`config.mk`:
```
export PLATFORM = sky130hd
export DESIGN_NAME = buffer_ctrl_flat
export DESIGN_NICKNAME = d
export VERILOG_FILES = /design/src/rtl/buffer_pkg.sv /design/src/rtl/buffer_ctrl_if.sv /design/src/rtl/ptr_counter.sv /design/src/rtl/buffer_ctrl.sv /design/src/flat_wrapper.sv
export SDC_FILE = /design/constraint.sdc
export NUM_CORES = 1
export LEC_CHECK = 0
export CORE_UTILIZATION = 43
export CTS_CLUSTER_SIZE = 25
export DETAILED_ROUTE_END_ITERATION = 12
export PLACE_DENSITY = 0.75
export SYNTH_ARGS = -nofsm -noshare
export SYNTH_HDL_FRONTEND = slang
export SYNTH_HIERARCHICAL = 1
export SYNTH_SLANG_ARGS = --single-unit
```
`constraint.sdc`:
```
create_clock -name clk -period 3.8 [get_ports clk]
set_clock_uncertainty 0.1 [all_clocks]
set_input_delay 1.14 -clock clk [delete_from_list [all_inputs] [get_ports clk]]
set_output_delay 1.14 -clock clk [all_outputs]
set_load 0.02 [all_outputs]
```
`src/rtl/buffer_pkg.sv`:
```
// Shared definitions for the circular Buffer and its pointer/handshake controller.
package buffer_pkg;

  typedef enum logic [1:0] {
    ST_EMPTY   = 2'd0,
    ST_PARTIAL = 2'd1,
    ST_FULL    = 2'd2
  } state_t;

  // Occupancy counter must hold 0..size inclusive.
  function automatic int cnt_width(input int size);
    return $clog2(size + 1);
  endfunction

endpackage

```
`src/rtl/buffer_ctrl_if.sv`:
```
// Producer/consumer handshake plus Buffer address/load bundle for buffer_ctrl.
interface buffer_ctrl_if #(
  parameter int SIZE = 16
);
  import buffer_pkg::*;

  localparam int BIT = $clog2(SIZE);
  localparam int CNT = cnt_width(SIZE);

  logic           flush;
  logic           in_valid;
  logic           in_ready;
  logic           out_valid;
  logic           out_ready;
  logic           ld;
  logic [BIT-1:0] write_add;
  logic [BIT-1:0] read_add;
  logic [CNT-1:0] level;
  logic           full;
  logic           empty;

  modport master (
    output flush, in_valid, out_ready,
    input  in_ready, out_valid, ld, write_add, read_add, level, full, empty
  );

  modport slave (
    input  flush, in_valid, out_ready,
    output in_ready, out_valid, ld, write_add, read_add, level, full, empty
  );

endinterface

```
`src/rtl/ptr_counter.sv`:
```
// Modulo-2^BIT pointer advancing by STEP; async reset, synchronous clear wins over advance.
module ptr_counter #(
  parameter int BIT  = 4,
  parameter int STEP = 1
) (
  input  logic           clk,
  input  logic           rst,
  input  logic           clr,
  input  logic           adv,
  output logic [BIT-1:0] ptr
);

  always_ff @(posedge clk or posedge rst) begin
    if (rst) begin
      ptr <= '0;
    end else if (clr) begin
      ptr <= '0;
    end else if (adv) begin
      ptr <= ptr + BIT'(STEP);
    end
  end

endmodule

```
`src/rtl/buffer_ctrl.sv`:
```
// Pointer/occupancy controller for a K-in/J-out circular Buffer; readiness is decoded
// from the registered level only, so freed space is never reused in the same cycle.
module buffer_ctrl
  import buffer_pkg::*;
#(
  parameter int SIZE = 16,
  parameter int K    = 4,
  parameter int J    = 4
) (
  input  logic         clk,
  input  logic         rst,
  buffer_ctrl_if.slave bus
);

  localparam int CNT = cnt_width(SIZE);

  logic [CNT-1:0] level_q;
  logic [CNT:0]   space;
  logic [CNT:0]   level_next;
  logic           wr_acc;
  logic           rd_acc;
  state_t         state;

  assign space         = (CNT+1)'(SIZE) - {1'b0, level_q};
  assign bus.in_ready  = (space >= (CNT+1)'(K)) && !bus.flush;
  assign bus.out_valid = ({1'b0, level_q} >= (CNT+1)'(J)) && !bus.flush;

  assign wr_acc = bus.in_valid  && bus.in_ready;
  assign rd_acc = bus.out_valid && bus.out_ready;
  assign bus.ld = wr_acc;

  assign level_next = {1'b0, level_q}
                    + (wr_acc ? (CNT+1)'(K) : '0)
                    - (rd_acc ? (CNT+1)'(J) : '0);

  ptr_counter #(.BIT($bits(bus.write_add)), .STEP(K)) u_wr_ptr (
    .clk (clk),
    .rst (rst),
    .clr (bus.flush),
    .adv (wr_acc),
    .ptr (bus.write_add)
  );

  ptr_counter #(.BIT($bits(bus.read_add)), .STEP(J)) u_rd_ptr (
    .clk (clk),
    .rst (rst),
    .clr (bus.flush),
    .adv (rd_acc),
    .ptr (bus.read_add)
  );

  always_ff @(posedge clk or posedge rst) begin
    if (rst) begin
      level_q <= '0;
      state   <= ST_EMPTY;
    end else if (bus.flush) begin
      level_q <= '0;
      state   <= ST_EMPTY;
    end else begin
      level_q <= level_next[CNT-1:0];
      if (level_next == '0) begin
        state <= ST_EMPTY;
      end else if (level_next == (CNT+1)'(SIZE)) begin
        state <= ST_FULL;
      end else begin
        state <= ST_PARTIAL;
      end
    end
  end

  assign bus.level = level_q;
  assign bus.empty = (state == ST_EMPTY);
  assign bus.full  = (state == ST_FULL);

endmodule
```
`src/flat_wrapper.sv`:
```
// flat-port wrapper written by rule: the top's interface ports become plain ports
module buffer_ctrl_flat import buffer_pkg::*;
#(
  parameter int SIZE = 16,
  parameter int K    = 4,
  parameter int J    = 4
)
  (clk, rst, bus_flush, bus_in_valid, bus_out_ready, bus_in_ready, bus_out_valid, bus_ld, bus_write_add, bus_read_add, bus_level, bus_full, bus_empty);
  buffer_ctrl_if #(.SIZE(SIZE)) bus_i ();
  input  logic clk;
  input  logic rst;
  input wire logic [$bits(bus_i.flush)-1:0] bus_flush;
  input wire logic [$bits(bus_i.in_valid)-1:0] bus_in_valid;
  input wire logic [$bits(bus_i.out_ready)-1:0] bus_out_ready;
  output wire logic [$bits(bus_i.in_ready)-1:0] bus_in_ready;
  output wire logic [$bits(bus_i.out_valid)-1:0] bus_out_valid;
  output wire logic [$bits(bus_i.ld)-1:0] bus_ld;
  output wire logic [$bits(bus_i.write_add)-1:0] bus_write_add;
  output wire logic [$bits(bus_i.read_add)-1:0] bus_read_add;
  output wire logic [$bits(bus_i.level)-1:0] bus_level;
  output wire logic [$bits(bus_i.full)-1:0] bus_full;
  output wire logic [$bits(bus_i.empty)-1:0] bus_empty;
  assign bus_i.flush = bus_flush;
  assign bus_i.in_valid = bus_in_valid;
  assign bus_i.out_ready = bus_out_ready;
  assign bus_in_ready = bus_i.in_ready;
  assign bus_out_valid = bus_i.out_valid;
  assign bus_ld = bus_i.ld;
  assign bus_write_add = bus_i.write_add;
  assign bus_read_add = bus_i.read_add;
  assign bus_level = bus_i.level;
  assign bus_full = bus_i.full;
  assign bus_empty = bus_i.empty;
  buffer_ctrl #(.SIZE(SIZE), .K(K), .J(J)) u_core (.clk(clk), .rst(rst), .bus(bus_i));
endmodule
```
==> flow_summary.json <==
{
  "status": "finished clean",
  "cts_hold_buf": 0,
  "final_nets": 106,
  "timing.fmax_ghz": 0.2807,
  "final_common_cell": "clkdlybuf4s50_1",
  "finalCriticalPeriod_ns": 3.563,
  "grt_pass1_wl_um": 1642,
  "hp-class": "reg2reg",
  "p_per_area_mw_per_mm2": 609.1,
  "core_area_mm2": 0.001350,
  "clk_pin_slew_ns": 0.06,
  "synth.avg_cell_area_um2": 10.01,
  "rr_endpoint": "u_core/state[1]",
  "end_kind": "flop",
  "start_util": 0.4819,
  "grt_use_total": 0.1577,
  "numCtsBuffers": 3,
  "cts_root_buf": "clkbuf_4",
  "yosysUniqueCellTypes": 22,
  "cts.sinks": 9,
  "dpl_cell_area_um2": 855.8,
  "synthTopCellsByArea": "dfrtp_1, ha_1, buf_4, fa_1, inv_1",
  "wl_um": 1177,
  "row_count": 13,
  "endpoint": "u_core/state[1]",
  "first_iter_violations": 6,
  "r2r_setup_slack_ns": 0.73,
  "setup_viol": 0,
  "postRouteAntennaNets": 0,
  "cp-start-kind": "primary input",
  "layout.cells.most_common_list": "clkdlybuf4s50_1, dfrtp_1, buf_4, inv_1, ha_1",
  "hold_violations": 0,
  "synth_area_um2": 650.6,
  "drv_cap": 0,
  "first_pass_iters": 4,
  "clk_latency_ns": 0.25,
  "io_pins": 23,
  "cts.path.max_buffers": 2,
  "instances_no_fill": 105,
  "peakVddDrop_mv": 0.3872,
  "postCtsSetupRepairBufs": 0,
  "final_util": 0.6534,
  "rsz0062_at_grt": "no",
  "arrival_ns": 3.60,
  "areaGrowthSynthToFinish_pct": 35.58,
  "dp.cells": 101,
  "antenna_found_initial": 0,
  "final_area_um2": 882.1,
  "grt_max_degree": 8,
  "leakagePower_nw": 0.4391,
  "vias_per_cell": 4.667,
  "cts.htree.levels": 1,
  "dieArea_mm2": 0.001673,
  "r2r-start": "u_core/bus.level[3]",
  "cts_resized": 2,
  "yosys.area.top_type_share": 0.3462,
  "diodes": 0,
  "drc_errors": 0,
  "drive_gt1_frac": 0.1556,
  "grt_pass1_vias": 396,
  "worstPathRequired_ns": 3.84,
  "worst-path-max-fanout": 3,
  "wl_per_cell_um": 11.21,
  "die_x_um": 40.90,
  "cts_tree": "built",
  "dp_hpwl_um": 991.6,
  "synth_seq_area_share": 0.3462,
  "place.gp.congestion": 0.8020,
  "final_max_slew_viol_count": 0,
  "via_count": 490,
  "portBuffers": 16,
  "yosysWarnings": 6,
  "synth_top_area_cell": "dfrtp_1",
  "grt_overflow": 0,
  "post-route-period-util": 0.9375,
  "die_y_um": 40.90,
  "synthCells": 65,
  "critPathKind": "in2reg",
  "crit_start": "bus_flush",
  "synth-seq-cells": 9,
  "reg2reg_depth": 11
}
[synthesized netlist by cell type]
cell	number
dfrtp_1	9
ha_1	8
inv_1	8
buf_4	6
nor2_1	6
conb_1	3
nor2b_1	3
a21bo_1	2
a21oi_2	2
a31oi_1	2
and2_1	2
fa_1	2
nand3b_1	2
xnor2_1	2
a41oi_1	1
and4_1	1
nand2_1	1
nand2b_1	1
nor3b_1	1
o31ai_1	1
or4_4	1
xor2_1	1
[stage by stage]
stage                     total power, mW  TNS [ns]  hold WS, ns  setup slack (ns)
final                              0.5373         0       0.4696            0.2375
after global placement             0.4629         0       0.4504          0.002089
after CTS                          0.5378         0       0.4770           0.01008
after floorplan                    0.3490         0       0.5737            0.2784
after detailed placement           0.4700  -0.03468       0.4747          -0.02374
after global routing               0.5781         0       0.4890            0.1142
[report_power, final]
group / switching [mW] / internal, mW
Sequential: 0.0262 / 0.121
Clock: 0.0291 / 0.0402
Combinational: 0.165 / 0.157
[kinds of logic (layout without fill, tap and decap cells)]
family | count (synthesis) | in the layout | share of synthesized area
and+or+nand+nor | 18 | 18 | 0.1635
buffers and inverters | 14 | 36 | 0.1154
adders and majority gates | 10 | 10 | 0.2154
DFF | 9 | 9 | 0.3462
AOI/OAI and AO/OA | 8 | 8 | 0.1019
other | 3 | 6 | 0.01731
xor gates and xnor gates | 3 | 3 | 0.04039
[layout make-up]
cell class / instances / area (µm²)
sequential: 9 / 225.2
fill: 109 / 467.9
clock buffer: 4 / 26.28
multi-input combinational: 45 / 361.6
timing repair buffer: 24 / 220.2
inverter: 8 / 30.03
tap: 15 / 18.77
[worst min path at each step]
stage / to / cells after the start / startpoint / slack (ns)
3_5_place_dp: u_core/u_wr_ptr/ptr[3] / 2 / u_core/u_wr_ptr/ptr[3] / 0.47
5_1_grt: u_core/u_wr_ptr/ptr[3] / 2 / u_core/u_wr_ptr/ptr[3] / 0.49
3_3_place_gp: u_core/u_wr_ptr/ptr[3] / 2 / u_core/u_wr_ptr/ptr[3] / 0.45
4_1_cts: u_core/u_wr_ptr/ptr[3] / 2 / u_core/u_wr_ptr/ptr[3] / 0.48
6_report: u_core/u_wr_ptr/ptr[3] / 2 / u_core/u_wr_ptr/ptr[3] / 0.47
2_1_floorplan: u_core/u_rd_ptr/ptr[3] / 2 / u_core/u_rd_ptr/ptr[3] / 0.57
[registers in the layout (all words and copies together) (netlist names)]
register             flops
u_core/u_wr_ptr/ptr      2
u_core/u_rd_ptr/ptr      2
u_core/bus.level         3
u_core/state             2
[critical path: stages]
cell and delay [ns]:
clkdlybuf4s50_1 0.44, a41oi_1 0.21, buf_4 0.15, nand2_1 0.08, fa_1 0.41, inv_1 0.08
ha_1 0.24, nor3b_1 0.16, or4_4 0.48, and4_1 0.20
[per-layer routing]
layer  share of wire  wire length [µm]  GRT usage  vias to the layer above
met3           0.035                41          0                        0
met4               0                 0     0.1000                        0
met2            0.51               606     0.2656                       14
met5               0                 0          0                        -
li1                -                 -          -                      246
met1            0.45               530     0.1993                      230
(Power assumes the default switching activity.)
==> RTL edit 1: new RTL, same settings <==
`SIZE` is set to 16 in 3 places; all go to 32.
--- a/src/rtl/buffer_ctrl_if.sv
+++ b/src/rtl/buffer_ctrl_if.sv
@@ -1,5 +1,5 @@
 // Producer/consumer handshake plus Buffer address/load bundle for buffer_ctrl.
 interface buffer_ctrl_if #(
-  parameter int SIZE = 16
+  parameter int SIZE = 32
 );
   import buffer_pkg::*;
--- a/src/rtl/buffer_ctrl.sv
+++ b/src/rtl/buffer_ctrl.sv
@@ -4,5 +4,5 @@
   import buffer_pkg::*;
 #(
-  parameter int SIZE = 16,
+  parameter int SIZE = 32,
   parameter int K    = 4,
   parameter int J    = 4
--- a/src/flat_wrapper.sv
+++ b/src/flat_wrapper.sv
@@ -2,5 +2,5 @@
 module buffer_ctrl_flat import buffer_pkg::*;
 #(
-  parameter int SIZE = 16,
+  parameter int SIZE = 32,
   parameter int K    = 4,
   parameter int J    = 4
Ports: changed (resized bus_level, bus_read_add and bus_write_add); port bits go from 23 to 26. No check against the original RTL was run, so the function may have changed too.
==> RTL edit 1 against the unedited design <==
Non-clock buffer count is 6 higher. Area after synthesis is 42% higher. Worst setup slack worse by 0.17 ns. Register-to-register slack worse by 0.35 ns. Via count is 42% higher. Maximum frequency is 4.7% lower. Power is 82% higher. Routed wire length is 49% higher. Die area is 40% higher. Global-route usage is 1.6 points higher. Sequential cell count is 3 higher. Design area is 40% higher. Combinational power is 110% higher.
==> RTL edit 1: results (changes against the unedited design) <==
stage;metric;value;unit;change
hold_path;min_from;u_core/u_wr_ptr/ptr[3]$_DFFE_PP0P_;;
clock_network;htree_num_levels;1;;unchanged
global_route;grt_pass1_wl;3160;µm;+92%
layout;drive_gt1_share;15.4;%;-0.11 points
clock_network;cts_root_buf;clkbuf_4;;
synth;seq_area_frac_synth;32.4;%;-2.2 points
layout;antenna_cells;0;;unchanged
layout;fin_area;1230;µm²;+40%
setup_path;reg2reg_slack;0.38;ns;-0.35 ns
route;drt-total-wl;1760;µm;+49%
setup_path;worstPathArrival;2.50;ns;-1.10 ns
synth;synth_cell_types;26;;+18%
place;dpl_cell_area;1190;µm²;+39%
global_route;antenna_found_initial;0;;unchanged
place;gp_congestion;0.857;;+6.8%
run_status;status;complete, no violations;;
timing;setup_violations;0;;unchanged
place;dp_hpwl;1420;µm;+44%
global_route;gr-usage-all-layers;17.4;%;+1.6 points
timing;hold_slack;0.461;ns;-0.00813 ns
route;vias_per_cell;4.65;;-0.43%
power;ir_drop;0.464;mV;+20%
layout;n_fill_cell;164;;+50%
layout;fin_nets;147;;+39%
timing;hold_viol_final;0;;unchanged
clock_network;clk_path_buf_depth;2;;unchanged
global_route;grt_pass1_vias;747;;+89%
power;total_leakage_power;0.000597;µW;+36%
clock_network;clk_latency;0.28;ns;+0.03 ns
place;portBuffers;19;;+3
synth;synthArstFlopShare;100;%;unchanged
layout;largest_reg_flops;4;;+1
global_route;grt_max_degree;8;;unchanged
hold_path;hold_class;reg2reg;;
synth;synth_area_leaders;dfrtp_1 (32%), ha_1 (22%), buf_4 (4.9%);;
setup_path;worst-path-max-fanout;4;;+1
setup_path;rr_endpoint;u_core/state[1]$_DFF_PP0_;;
route;drt_pass1_iterations;1;;-3
setup_path;rr_worst_depth;14;;+3
setup_path;reg2reg_from;u_core/bus.level[3]$_DFF_PP0_;;
synth;yosys_warnings;6;;unchanged
synth;synthFlopType;dfrtp_1;;
clock_network;clk_pin_slew;0.08;ns;+0.02 ns
hold_path;whs_path_depth;2;;unchanged
synth;ys_top_cells_by_count;ha_1 (16), dfrtp_1 (12), inv_1 (11), nor2_1 (9), buf_4 (6);;
clock_network;cts-buffers-inserted;3;;unchanged
route;initialDrtViolationCount;0;;-6
hold_path;hold_end;u_core/u_wr_ptr/ptr[3]$_DFFE_PP0P_;;
RTL edit 1: cell count changes after synthesis, sizes merged, moves of 2 or more:
cell	delta
ha	+8
dfrtp	+3
inv	+3
nor2	+3
xnor2	+3
a21oi	+2
mux2i	+2
o21ai	+2
RTL edit 1: layout make-up:
type	count	area share, %
multi-input combinational	66	44.7
inverter	11	3.34
clock buffer	4	2.94
timing repair buffer	30	22.0
tap	27	2.74
sequential	12	24.3
RTL edit 1: metrics by stage:
stage / power [µW] / setup slack [ns] / std cells
after global placement: 854 / 0.00118 / 145
final: 980 / 0.0634 / 150
after detailed placement: 875 / -0.109 / 145
after floorplan: 617 / 0.0819 / 96
after CTS: 983 / 0.0522 / 149
after global routing: 1070 / -0.00698 / 150
RTL edit 1: repair_timing:
action,CTS,global route
setup endpoints to repair,1,1
gates resized for setup,1,0
setup buffers,0,1
RTL edit 1: worst max-delay path by stage:
| stage | startpoint | endpoint | slack (ns) |
|---|---|---|---|
| 2_1_floorplan | bus_flush | u_core/state[1]$_DFF_PP0_ | 0.08 |
| 3_3_place_gp | bus_flush | u_core/state[1]$_DFF_PP0_ | 0.001 |
| 3_5_place_dp | bus_flush | u_core/state[1]$_DFF_PP0_ | -0.11 |
| 4_1_cts | bus_flush | bus_out_valid | 0.05 |
| 5_1_grt | bus_flush | u_core/state[1]$_DFF_PP0_ | -0.007 |
| 6_report | bus_flush | bus_out_valid | 0.06 |
RTL edit 1: power breakdown:
| group | internal [µW] | switching [µW] | leakage (µW) |
|---|---|---|---|
| sequential | 161 | 36.5 | 0.000160 |
| clock | 58.3 | 44.9 | 0.0000210 |
| combinational | 335 | 344 | 0.000416 |
RTL edit 1: critical path: stages:
cell	delay (ns)
clkdlybuf4s50_1	0.47
a21oi_1	0.17
buf_4	0.13
clkdlybuf4s50_1	0.58
RTL edit 1: kinds of logic (layout without fill, tap and decap cells):
logic type	count (synthesis)	in the layout	share of synthesized area, %
other	3	6	1.21
XOR/XNOR	6	6	5.67
AO/OA/AOI/OAI	10	10	7.69
adder cells (fa/ha/maj)	18	18	25.9
buffers and inverters	18	45	9.72
flip-flops	12	12	32.4
multiplexers	2	2	2.16
AND/OR/NAND/NOR	24	24	15.3
RTL edit 1: routing by layer:
metal | global-route usage, % | vias to the layer above | share of wire, %
met5 | 0 | - | 0
met4 | 5.88 | 0 | 0.63
met3 | 2.83 | 2 | 2.6
met2 | 31.0 | 20 | 50
met1 | 21.3 | 328 | 46
li1 | - | 347 | -
==> RTL edit 2: new RTL, same flow settings <==
Without the edit above. Re-encode `state_t` (3 states) as one-hot, 3 bits wide.
--- a/src/rtl/buffer_pkg.sv
+++ b/src/rtl/buffer_pkg.sv
@@ -2,8 +2,8 @@
 package buffer_pkg;
 
-  typedef enum logic [1:0] {
-    ST_EMPTY   = 2'd0,
-    ST_PARTIAL = 2'd1,
-    ST_FULL    = 2'd2
+  typedef enum logic [2:0] {
+    ST_EMPTY   = 3'b001,
+    ST_PARTIAL = 3'b010,
+    ST_FULL    = 3'b100
   } state_t;
 
Formal check against the unedited RTL: same outputs for any inputs over 10 cycles, from zero or initial values and one cycle with rst high; not proved beyond that.
==> RTL edit 2 against the unedited design <==
Routed wire length shrank 2.0%. Die area is 6.2% higher. Power up 11%. Count of clock-buffer cells in the layout stayed put. Worst setup slack worse by 0.18 ns. Worst hold slack gained 0.0064 ns. Critical path type is now in2out. Design area grew 5.8%. Sequential cell count rose by 1. Area after synthesis up 6.5%. Clock power rose by 36%.
==> RTL edit 2: results (changes against the unedited design) <==
stage;metric;value;unit;change
layout;antenna_cells;0;;unchanged
synth;ys_top_cells_by_count;dfrtp_1 (9), ha_1 (8), inv_1 (8), buf_4 (6), nor2_1 (5);;
setup_path;path_delay_family;buffers and inverters;;
place;dp_slack;-0.0590;ns;-0.0353 ns
setup_path;worstPathArrival;2.50;ns;-1.10 ns
synth;synth_area_leaders;dfrtp_1 (32%), ha_1 (14%), buf_4 (6.5%);;
setup_path;cpPeakStageDelay;0.63;ns;+0.15 ns
setup_path;reg2reg_slack;0.82;ns;+0.09 ns
synth;seq_area_frac_synth;36.3;%;+1.7 points
power;total_leakage_power;0.000449;µW;+2.3%
synth;synth_edf_count;0;;unchanged
global_route;antenna_found_initial;0;;unchanged
setup_path;rr_endpoint;u_core/state[2]$_DFF_PP0_;;
global_route;gr-usage-all-layers;15.9;%;+0.12 points
layout;drive_gt1_share;18.5;%;+2.9 points
route;initialDrtViolationCount;5;;-1
route;wl_per_cell;10.7;µm;-4.7%
route;vias_per_cell;4.66;;-0.20%
global_route;grt_max_degree;10;;+2
global_route;grtUsageMet1;19.5;%;-0.43 points
place;dp_hpwl;985;µm;-0.65%
place;gp_congestion;0.765;;-4.6%
global_route;grt_pass1_wl;2080;µm;+26%
setup_path;cp_slowest_cell;clkdlybuf4s50_1;;
layout;fin_nets;108;;+1.9%
power;ir_drop;0.333;mV;-14%
run_status;status;complete, no violations;;
global_route;grt_pass1_vias;491;;+24%
setup_path;worst-path-max-fanout;2;;-1
power;p_switching;232;µW;+5.7%
timing;period_needed;3.74;ns;+0.182 ns
layout;n_fill_cell;133;;+22%
setup_path;crit_path_end;bus_out_valid;;
setup_path;rr_worst_depth;10;;-1
global_route;gr-usage-met2;26.3;%;-0.31 points
synth;synth_cell_types;24;;+9.1%
synth;synthArstFlopShare;100;%;unchanged
global_route;grt_use_met3;3.88;%;+3.9 points
[RTL edit 2: logic make-up after synthesis]
family	synth area share, %
flops	36.3
compound gates	11.0
other cells	1.62
xor+xnor	3.79
fa+ha+maj	20.2
simple gates	16.2
buf+inv	10.8
[RTL edit 2: layout make-up]
cell class	count	area, µm²	area share, %
multi-input combinational	46	378	40.5
timing repair buffer	24	218	23.3
inverter	8	30.0	3.22
tap	16	20.0	2.14
sequential	10	251	26.9
clock buffer	4	36.3	3.89
[RTL edit 2: repair_timing]
item | CTS | global route
resized for setup | 2 | 0
endpoints found under the setup margin | 2 | 0
setup buffers | 0 | 0
[RTL edit 2: per-stage QoR]
step                      std cells  utilization (%)  cell area [µm²]
after detailed placement        104             59.7              900
after CTS                       108             62.0              933
after global routing            108             62.0              933
final                           108             62.0              933
after global placement          104             59.7              900
after floorplan                  70                -              704
[RTL edit 2: worst min-delay path by stage]
stage                                                  start                            endpoint  slack [ns]  depth (start not counted)
after floorplan           u_core/u_rd_ptr/ptr[3]$_DFFE_PP0P_  u_core/u_rd_ptr/ptr[3]$_DFFE_PP0P_        0.57                          2
after global placement    u_core/u_wr_ptr/ptr[3]$_DFFE_PP0P_  u_core/u_wr_ptr/ptr[3]$_DFFE_PP0P_        0.45                          2
after detailed placement  u_core/u_rd_ptr/ptr[3]$_DFFE_PP0P_  u_core/u_rd_ptr/ptr[3]$_DFFE_PP0P_        0.47                          2
after CTS                 u_core/u_rd_ptr/ptr[3]$_DFFE_PP0P_  u_core/u_rd_ptr/ptr[3]$_DFFE_PP0P_        0.48                          2
after global routing      u_core/u_rd_ptr/ptr[3]$_DFFE_PP0P_  u_core/u_rd_ptr/ptr[3]$_DFFE_PP0P_        0.50                          2
final                     u_core/u_rd_ptr/ptr[3]$_DFFE_PP0P_  u_core/u_rd_ptr/ptr[3]$_DFFE_PP0P_        0.48                          2
[RTL edit 2: power by group through the flow]
stage	Clock (µW)	Combinational (µW)	Sequential (µW)
final	94.0	340	164
after CTS	99.6	342	165
after global routing	108	383	169
after detailed placement	0	343	166
after global placement	0	338	166
after floorplan	0	199	182
[RTL edit 2: worst min-delay path: stages (launching register included)]
cell      delay (ns)
dfrtp_1         0.36
nand3b_1        0.13
a21oi_2         0.05
[RTL edit 2: metal layers]
metal	part of all wire, %	vias to the layer above	routed length, µm
met2	50	10	582
met3	4.0	0	46
li1	-	257	-
met5	0	-	0
met1	46	236	526
met4	0	0	0
